`config.mk`:
```
export PLATFORM = sky130hd
export DESIGN_NAME = upgrade_wallet
export DESIGN_NICKNAME = d
export VERILOG_FILES = /design/src/rtl/upgrade_pkg.sv /design/src/rtl/upgrade_cost_table.sv /design/src/rtl/upgrade_wallet.sv
export SDC_FILE = /design/constraint.sdc
export NUM_CORES = 1
export LEC_CHECK = 0
export CAP_MARGIN = 20
export CORE_AREA = 10 10 96 114
export DETAILED_ROUTE_END_ITERATION = 10
export DIE_AREA = 0 0 106 124
export PLACE_DENSITY = 0.76
export SKIP_CTS_REPAIR_TIMING = 1
export SYNTH_ARGS = -nofsm -noshare
export SYNTH_HDL_FRONTEND = slang
export SYNTH_SLANG_ARGS = --single-unit
```
`constraint.sdc`:
```
create_clock -name clk -period 6.02 [get_ports clk]
set_clock_uncertainty 0.1 [all_clocks]
set_input_delay 0.602 -clock clk [delete_from_list [all_inputs] [get_ports clk]]
set_output_delay 0.602 -clock clk [all_outputs]
set_load 0.03 [all_outputs]
```
`src/rtl/upgrade_pkg.sv`:
```
// Shared types and helpers for the upgrade wallet: FSM state, level ceiling, saturating money math.
package upgrade_pkg;

    typedef enum logic [1:0] {IDLE, CHECK, COMMIT} state_t;

    function automatic int unsigned maxlvl(input int unsigned lvl_w);
        return (32'd1 << lvl_w) - 32'd1;
    endfunction

    // Sum is formed one bit wider than the operands and clamped to 2^w-1.
    function automatic logic [31:0] sat_add(input logic [31:0] a, input logic [31:0] b,
                                            input int unsigned w);
        logic [32:0] sum;
        logic [32:0] lim;
        sum = {1'b0, a} + {1'b0, b};
        lim = (33'd1 << w) - 33'd1;
        return (sum > lim) ? lim[31:0] : sum[31:0];
    endfunction

    function automatic logic [31:0] sat_sub(input logic [31:0] a, input logic [31:0] b);
        return (a > b) ? (a - b) : '0;
    endfunction

endpackage

```
`src/rtl/upgrade_cost_table.sv`:
```
// Decodes per-channel next-level price, maxed flags and total passive income from packed levels.
module upgrade_cost_table
    import upgrade_pkg::*;
#(
    parameter int unsigned NUM_UPG     = 4,
    parameter int unsigned BAL_W       = 16,
    parameter int unsigned LVL_W       = 2,
    parameter int unsigned BASE_COST   = 10,
    parameter int unsigned INCOME_BASE = 1
) (
    input  logic [NUM_UPG*LVL_W-1:0] levels,
    output logic [NUM_UPG*BAL_W-1:0] unit_cost,
    output logic [NUM_UPG-1:0]       maxed,
    output logic [BAL_W-1:0]         income
);

    localparam logic [63:0]   BAL_MAX = (64'd1 << BAL_W) - 64'd1;
    localparam int unsigned   MAXL    = maxlvl(LVL_W);

    logic [LVL_W-1:0] lvl;
    logic [63:0]      price;
    logic [31:0]      acc;

    always_comb begin
        unit_cost = '0;
        maxed     = '0;
        lvl       = '0;
        price     = '0;
        acc       = 32'(INCOME_BASE);
        for (int unsigned i = 0; i < NUM_UPG; i++) begin
            lvl      = levels[i*LVL_W +: LVL_W];
            price    = 64'(BASE_COST * (i + 1)) << lvl;
            maxed[i] = (32'(lvl) == MAXL);
            // Shifts of BAL_W or more always overflow the balance width.
            if (maxed[i] || (32'(lvl) >= BAL_W) || (price > BAL_MAX))
                unit_cost[i*BAL_W +: BAL_W] = '1;
            else
                unit_cost[i*BAL_W +: BAL_W] = price[BAL_W-1:0];
            acc = sat_add(acc, 32'(lvl) * (i + 1), BAL_W);
        end
        income = acc[BAL_W-1:0];
    end

endmodule

```
`src/rtl/upgrade_wallet.sv`:
```
// Game balance plus NUM_UPG levelled upgrades with tick income and a check/commit buy FSM.
// Optional `define CLICK_EN adds a click input crediting CLICK_VALUE per pulse.
module upgrade_wallet
    import upgrade_pkg::*;
#(
    parameter int unsigned NUM_UPG     = 4,
    parameter int unsigned BAL_W       = 16,
    parameter int unsigned LVL_W       = 2,
    parameter int unsigned BASE_COST   = 10,
    parameter int unsigned INCOME_BASE = 1
`ifdef CLICK_EN
    ,
    parameter int unsigned CLICK_VALUE = 1
`endif
) (
    input  logic                     clk,
    input  logic                     rst,
    input  logic                     game_tick,
    input  logic [NUM_UPG-1:0]       buy_req,
`ifdef CLICK_EN
    input  logic                     click,
`endif
    output logic [BAL_W-1:0]         balance,
    output logic [NUM_UPG*LVL_W-1:0] levels,
    output logic [NUM_UPG*BAL_W-1:0] unit_cost,
    output logic [NUM_UPG-1:0]       maxed,
    output logic                     busy,
    output logic                     buy_succ,
    output logic                     buy_fail
);

    localparam int unsigned IDX_W = (NUM_UPG > 1) ? $clog2(NUM_UPG) : 1;

    state_t           state, next_state;
    logic [IDX_W-1:0] idx, pick;
    logic [BAL_W-1:0] income, cost_sel, balance_next;
    logic             maxed_sel, accept, fail_now, commit_now;
    logic [31:0]      base, credit;

    upgrade_cost_table #(
        .NUM_UPG    (NUM_UPG),
        .BAL_W      (BAL_W),
        .LVL_W      (LVL_W),
        .BASE_COST  (BASE_COST),
        .INCOME_BASE(INCOME_BASE)
    ) u_cost (
        .levels   (levels),
        .unit_cost(unit_cost),
        .maxed    (maxed),
        .income   (income)
    );

    assign cost_sel  = unit_cost[idx*BAL_W +: BAL_W];
    assign maxed_sel = maxed[idx];

    always_comb begin
        pick = '0;
        for (int unsigned i = NUM_UPG; i > 0; i--)
            if (buy_req[i-1]) pick = IDX_W'(i - 1);
    end

    always_ff @(posedge clk) begin
        if (rst) state <= IDLE;
        else     state <= next_state;
    end

    always_comb begin
        next_state = state;
        case (state)
            IDLE:    if (|buy_req) next_state = CHECK;
            CHECK:   next_state = (maxed_sel || (balance < cost_sel)) ? IDLE : COMMIT;
            COMMIT:  next_state = IDLE;
            default: next_state = IDLE;
        endcase
    end

    // Commit debit, tick income (pre-update levels) and click are folded into one saturating update.
    always_comb begin
        accept     = (state == IDLE) && (|buy_req);
        fail_now   = (state == CHECK) && (maxed_sel || (balance < cost_sel));
        commit_now = (state == COMMIT);
        base       = commit_now ? sat_sub(32'(balance), 32'(cost_sel)) : 32'(balance);
        credit     = game_tick ? 32'(income) : '0;
`ifdef CLICK_EN
        if (click) credit = credit + 32'(CLICK_VALUE);
`endif
        balance_next = BAL_W'(sat_add(base, credit, BAL_W));
    end

    always_ff @(posedge clk) begin
        if (rst) begin
            balance  <= '0;
            levels   <= '0;
            idx      <= '0;
            busy     <= 1'b0;
            buy_succ <= 1'b0;
            buy_fail <= 1'b0;
        end else begin
            balance  <= balance_next;
            busy     <= (next_state != IDLE);
            buy_succ <= commit_now;
            buy_fail <= fail_now;
            if (accept) idx <= pick;
            if (commit_now)
                levels[idx*LVL_W +: LVL_W] <= levels[idx*LVL_W +: LVL_W] + LVL_W'(1);
        end
    end

endmodule

```
# Yosys cells after proc, flatten, opt, wreduce, memory -nomap -nowiden
# Cells that the tools add are included.
# word_totals
inputBits,7
latch_bits,0
mem_count,0
regBits,31
ramBits,0
romBits,0
output_inout_bits,95
# op_classes
n_lt_le_gt_ge,12
reduce_logical,10
bitwise_logic,0
n_mux,22
add_sub_neg,8
n_eq_ne,6
n_mul,1
div,0
shift,8
# ops
op,count
"64-bit by 16-bit greater-than comparator with 1-bit output, second input constant",4
"33-bit by 16-bit greater-than comparator with 1-bit output, second input constant",5
32-bit 2-to-1 mux,5
"5-bit by 2-bit << shifter with 64-bit output, first input constant",2
16-bit 2-to-1 mux,7
32-bit by 4-bit adder with 33-bit output,2
64-bit by 7-bit variable part select with 16-bit output,1
"4-bit by 2-bit << shifter with 64-bit output, first input constant",1
"6-bit by 2-bit << shifter with 64-bit output, first input constant",1
3-bit negation with 34-bit output,1
"2-bit by 34-bit variable shift with 8-bit output, first input constant",1
2-bit by 34-bit variable part select with 8-bit output,1
32-bit by 16-bit adder with 33-bit output,1
32-bit by 3-bit adder with 33-bit output,1
16-bit by 16-bit subtractor with 17-bit output,1
16-bit greater-than comparator,1
16-bit < comparator,1
2-bit 2-to-1 mux,6
"2-bit equality test, second input constant",5
8-bit bitwise mux,1
8-bit by 4-bit variable part select with 2-bit output,1
1-bit logical OR,5
"2-bit by 2-bit multiplier with 4-bit output, second input constant",1
2-bit case mux with 2 select lines,1
other kinds (10),11

# Longest topological paths before layout
# logic_depth
word_depth,16
depth_mapped,27

# By module
# A second synthesis with hierarchy kept.
# unflattened
hier_cells,536
hier_area_um2,4468.0
# by_module_without_submodules
module,instances,area_each_um2,seq_area_each_um2,cells_each
upgrade_wallet,1,3483.3,620.6,413
upgrade_cost_table,1,984.7,0.0,123

# Worst setup path after synthesis
# No wires, ideal clock.
# synth_timing
path_kind,register to register
from,register levels[5]
to,register balance[10]
setup_slack_ns,-0.127
arrival_time_ns,5.914
required_time_ns,5.786
setup_ns,0.134
stages_incl_launch_ff,25
path_buffers,2
cell_sequence,dfxtp_1 -> ha_1 -> mux2i_1 -> nand2_1 -> nand2_1 -> ha_1 -> and3_4 -> nand4_4 -> o41ai_2 -> a31o_1 -> buf_6 -> o22ai_1 -> ha_1 -> fa_1 -> a21o_1 -> a21oi_1 -> o21bai_1 -> a21oi_1 -> nor2_1 -> nand4_1 -> nor3_1 -> ha_1 -> nor3_1 -> buf_2 -> a21oi_1
# synth_between
word_cells_on_any_way,21
classes_between,add/sub: 4; mul: 1; order compare: 5; eq/ne: 1; shift: 2; mux: 7; reduce/logical: 1
# synth_lines
element,line,rtl
"start, declared",upgrade_wallet.sv:24,"output logic [NUM_UPG*LVL_W-1:0] levels,"
"start signal, assigned by index",upgrade_wallet.sv:105,levels[idx*LVL_W +: LVL_W] <= levels[idx*LVL_W +: LVL_W] + LVL_W'(1);
2-bit equality test (*),upgrade_cost_table.sv:33,maxed[i] = (32'(lvl) == MAXL);
via maxed[2],upgrade_wallet.sv:26,"output logic [NUM_UPG-1:0] maxed,"
1-bit logical OR (*),upgrade_cost_table.sv:35,if (maxed[i] || (32'(lvl) >= BAL_W) || (price > BAL_MAX))
16-bit 2-to-1 mux (*),upgrade_cost_table.sv:35,
64-bit by 7-bit variable part select with 16-bit output (*),upgrade_wallet.sv:53,assign cost_sel = unit_cost[idx*BAL_W +: BAL_W];
16-bit by 16-bit subtractor with 17-bit output / 16-bit greater-than comparator (equally long branches),upgrade_pkg.sv:21,return (a > b) ? (a - b) : '0;
32-bit 2-to-1 mux (*),upgrade_pkg.sv:21,
32-bit 2-to-1 mux (*),upgrade_wallet.sv:82,"base = commit_now ? sat_sub(32'(balance), 32'(cost_sel)) : 32'(balance);"
32-bit by 16-bit adder with 33-bit output (*),upgrade_pkg.sv:15,"sum = {1'b0, a} + {1'b0, b};"
33-bit by 16-bit greater-than comparator with 1-bit output,upgrade_pkg.sv:17,return (sum > lim) ? lim[31:0] : sum[31:0];
16-bit 2-to-1 mux (*),upgrade_pkg.sv:17,
"end signal, assigned",upgrade_wallet.sv:99,balance <= balance_next;
"end, declared",upgrade_wallet.sv:23,"output logic [BAL_W-1:0] balance,"
# The timed path passes the listed nets; every way through them passes the cells marked *.
# A chain may end at the register's enable or synchronous reset.

# Worst setup path after layout
# layout_timing
from,register levels[6]
to,register balance[4]
# layout_between
elab_chain_cells,11
word_cells_on_any_way,17
classes_between,add/sub: 3; order compare: 4; eq/ne: 1; shift: 2; mux: 6; reduce/logical: 1
# layout_lines
element,line,rtl
6-bit by 2-bit << shifter with 64-bit output,upgrade_cost_table.sv:32,price = 64'(BASE_COST * (i + 1)) << lvl;
64-bit by 16-bit greater-than comparator with 1-bit output,upgrade_cost_table.sv:35,
1-bit logical OR,upgrade_cost_table.sv:35,
16-bit 2-to-1 mux,upgrade_cost_table.sv:35,
64-bit by 7-bit variable part select with 16-bit output,upgrade_wallet.sv:53,
16-bit by 16-bit subtractor with 17-bit output / 16-bit greater-than comparator (equally long branches),upgrade_pkg.sv:21,
32-bit 2-to-1 mux,upgrade_pkg.sv:21,
32-bit 2-to-1 mux,upgrade_wallet.sv:82,
32-bit by 16-bit adder with 33-bit output (*),upgrade_pkg.sv:15,
33-bit by 16-bit greater-than comparator with 1-bit output,upgrade_pkg.sv:17,
16-bit 2-to-1 mux (*),upgrade_pkg.sv:17,
# Every way passes the cells marked *; elsewhere a longest branch is shown, timed or not.

==> results.md <==
- Overall power of the completed layout: ~540 µW
- Drt pass-1 iters: 5
- Worst setup slack for register-to-register paths: ~0.32 ns
- GRT Overall Usage: 0.167
- Total power density per cell area: between 100 and 150 nW/µm²
- Final setup vio count: 0
- Final-stage net count: slightly above 600
- Maximum capacitance violations: 0
- Series of cell instances along the critical path: buf_4 -> inv_1 -> ha_1 -> or2_2 -> mux2_2 -> o21ai_0 -> ha_1 -> nand4_1 -> o41ai_4 -> a31o_1 -> o22ai_1 -> ha_1 -> fa_1 -> a21o_1 -> a21oi_1 -> o21bai_1 -> a21oi_1 -> nor2_2 -> nand4_1 -> nor3_1 -> ha_1 -> nor3_1 -> buf_4 -> a21oi_1
- HPWL after DPL: approximately 9400 µm
- Count of unique library cells instantiated by Yosys: 66
- Number of nets still failing antenna checks after routing: 0
- Path category of the worst min-delay check: reg2reg
- Syn Area/Cell: 8.04 µm²
- Horiz. Die Dim: around 110 µm
- Summed negative setup slack over all endpoints: 0 ns
- Nature of the critical path startpoint: register
- Critical path's most frequent cell: sky130_fd_sc_hd__ha_1
- Leak pwr: roughly 2 nW
- Slowest library cell on the worst path: sky130_fd_sc_hd__o41ai_4
- Required arrival time at the worst endpoint: about 6.1 ns
- Layout Area Growth over Synthesis: 27.8%
- DR WL met3: roughly 760 µm
- Critical path's top delay family: compound AO/OA/AOI/OAI gates
- Number of register bits inferred by synthesis: 31
- Number of antenna diodes: 0
- Cell count after synthesis: 474
- Final global-route overflow total: 0
- Unrepaired setup endpoints after global routing: no
- Transition time at the pin with the least slew margin: roughly 0.8 ns
- Worst-case headroom to the max-slew limit: 0.454
- DP Worst Slack: 0.0688 ns
- Number of cells on the worst hold path: 2
- Launch instance of the worst register-to-register path: levels[6]
- Max clock buf depth: 2
- Proportion of register bits with asynchronous set or reset after synthesis: 0
- Routed vias/inst: 5.60
- Starting utilization of the core area: 0.443
- Ports: roughly 100
- Worst ir drop on vdd: 140 µV
- Largest net degree at the start of global routing: 30
- Yosys Warn Count: 0
- Sequential cell area in the final layout: 623 µm²
- Clock tree from TritonCTS: built
- Clock transition at the registers of the reported paths: about 0.080 ns
- HP Start: state[0]
- Leading cell types by total area after synthesis: sky130_fd_sc_hd__ha_1 17%, sky130_fd_sc_hd__dfxtp_1 16%, sky130_fd_sc_hd__buf_4 8.7%
- Final hold violation count: 0
- Worst R2R End: balance[4]
- Global-route wire length before repair: 18300 µm
- Dominant synthesized flop cell: sky130_fd_sc_hd__dfxtp_1
- Area of the multi-input gates: 2730 µm²
- Cell taking the most area after synthesis: sky130_fd_sc_hd__ha_1
- Placer Congestion: between 0.9 and 1
- Part of the Yosys area used for sequential elements: 0.163
- Max Fclk: roughly 0.18 GHz
- Final max-slew violation count: 0
- DIE HEIGHT: 124 µm
- Number of levels the H-tree was split into: 2
- Die area: ~13000 µm²
- Number of buffer and inverter instances along the worst setup path: 3
- Number of synthesized flops with an enable pin: 0
- Final Cycle Share: 0.947
- Final Worst Setup Slack: 0.321 ns
- End point of the worst hold path: state[1]
- Antenna violations before repair: 0
- Final period demand of the worst path: about 5.7 ns
- Routed length on met1: 4740 µm
- Later-pin clock latency in the skew report: 0.29 ns
- Core area: approximately 8600 µm²
- Peak fanout along the critical path: 11
- Post-placement cell count: approximately 650
- Buffers added on ports: 100
- # DRC: 0
- Synthesized net count: 538
- Run status: completed
- Delay contributed by the slowest stage of the critical path: about 0.50 ns
- Share of the synthesized area in the top cell type: 0.167
- Top Layer Used: met4
- DR vias: 3686
- Via count of the first global-routing pass: 3636
- Arrival time at the worst endpoint: roughly 5.8 ns
- Post-route non-filler standard cell count: ~660
- Type of the worst setup path: reg2reg
- Detailed route wirelength on metal2: 5790 µm
- Post-synthesis cell area: ~3800 µm²
- Routed wire length per instance: between 15 and 20 µm
- Clock Sinks: 31
- Fraction of layout instances using a drive strength above 1: 0.116
- Detailed router's first-iteration violation count: 260
- CTS buffer count: 5
- Aggregate routed wire length: 11600 µm
- Worst setup EP type: register
- Row count: 37
- Filler instances: around 760
- Clock root buffer master: sky130_fd_sc_hd__clkbuf_8
- Worst Reg2Reg Path Length in Cells: 24
## worst max-delay path by stage
stage / startpoint / endpoint / slack [ns] / depth (start not counted)
after floorplan: levels[5] / balance[10] / 0.04 / 24
after global placement: levels[6] / balance[1] / 0.26 / 23
after detailed placement: levels[6] / balance[4] / 0.07 / 23
after CTS: levels[6] / balance[4] / 0.08 / 23
after global routing: levels[0] / balance[5] / 0.01 / 23
final: levels[6] / balance[4] / 0.32 / 24
## routing by layer
metal,vias to the layer above,GRT usage
met4,0,0.0619
met3,29,0.0413
li1,1771,-
met2,151,0.306
met1,1735,0.183
met5,-,0
## tightest hold or removal path: stages, from the launching register on
cell and delay, ns:
sky130_fd_sc_hd__dfxtp_1 0.33, sky130_fd_sc_hd__nand3b_1 0.13, sky130_fd_sc_hd__nor2_1 0.05
## flip-flops by register name (all words and copies together), names as in the netlist
name	cells
balance	16
levels	8
idx	2
state	2
busy	1
buy_fail	1
buy_succ	1
## power breakdown
group / total (mW) / internal [mW] / leakage [nW] / switching, mW
clock: 0.218 / 0.134 / 0.0612 / 0.0843
combinational: 0.113 / 0.0462 / 1.73 / 0.0669
sequential: 0.213 / 0.209 / 0.252 / 0.00439
total: 0.545 / 0.389 / 2.04 / 0.156
## per-stage QoR
step | cell area (µm²) | util | hold slack [ns]
global route | 4870 | 0.566 | 0.503
global placement | 4690 | 0.545 | 0.428
floorplan | 3820 | - | 0.402
detailed placement | 4690 | 0.545 | 0.445
finish | 4870 | 0.566 | 0.460
CTS | 4810 | 0.559 | 0.462
## synth_stat cells, types with 3 or more instances
cell type / n
sky130_fd_sc_hd__a211oi_1: 5
sky130_fd_sc_hd__o21a_1: 4
sky130_fd_sc_hd__nand3_1: 10
sky130_fd_sc_hd__mux2_2: 4
sky130_fd_sc_hd__or2_2: 11
sky130_fd_sc_hd__nand2_1: 28
sky130_fd_sc_hd__nand4_1: 4
sky130_fd_sc_hd__nor3b_1: 4
sky130_fd_sc_hd__nor2b_1: 6
sky130_fd_sc_hd__a31oi_1: 4
sky130_fd_sc_hd__nand2b_1: 4
sky130_fd_sc_hd__and2_1: 10
sky130_fd_sc_hd__buf_4: 44
sky130_fd_sc_hd__mux2i_1: 8
sky130_fd_sc_hd__nor4_1: 4
sky130_fd_sc_hd__o22ai_1: 4
sky130_fd_sc_hd__inv_1: 30
sky130_fd_sc_hd__ha_1: 51
sky130_fd_sc_hd__a221oi_1: 3
sky130_fd_sc_hd__a22oi_1: 3
sky130_fd_sc_hd__o21bai_1: 3
sky130_fd_sc_hd__clkbuf_1: 8
sky130_fd_sc_hd__o21ai_0: 16
sky130_fd_sc_hd__dfxtp_1: 31
sky130_fd_sc_hd__buf_2: 4
sky130_fd_sc_hd__a21oi_1: 50
sky130_fd_sc_hd__fa_1: 6
sky130_fd_sc_hd__nor2_1: 28
sky130_fd_sc_hd__a21o_1: 12
sky130_fd_sc_hd__xor2_1: 12
sky130_fd_sc_hd__xnor2_1: 11
sky130_fd_sc_hd__nor3_1: 10
## cells by family after synthesis
family                   after synthesis  share of synthesized area
flip-flops                            31                      0.163
buffers and inverters                 89                      0.134
multiplexers                          14                     0.0446
AO/OA/AOI/OAI                        125                      0.211
AND/OR/NAND/NOR                      134                      0.194
XOR/XNOR                              23                     0.0528
other                                  1                   0.000984
adder cells (fa/ha/maj)               57                      0.199
## placed cells by master (no fill, tap or decap), drive strengths merged, types with 8 or more instances in the layout
cell / Yosys / layout
and2: 10 / 10
nand3: 10 / 10
dfxtp: 31 / 31
ha: 51 / 51
nand2: 28 / 28
mux2i: 8 / 8
a21oi: 51 / 51
o21ai: 16 / 16
a21o: 12 / 12
or2: 11 / 11
nor2: 28 / 28
xor2: 12 / 12
nor3: 10 / 10
xnor2: 11 / 11
buf: 50 / 17
clkdlybuf4s50: 0 / 100
inv: 30 / 30
## final cells by class
cell class | instances | area share
Clock buffer | 6 | 0.0169
Clock inverter | 2 | 0.00719
Inverter | 31 | 0.0246
Multi-Input combinational cell | 354 | 0.560
Sequential cell | 31 | 0.128
Tap cell | 117 | 0.0300
Timing Repair Buffer | 117 | 0.233
(Power assumes the default switching activity.)
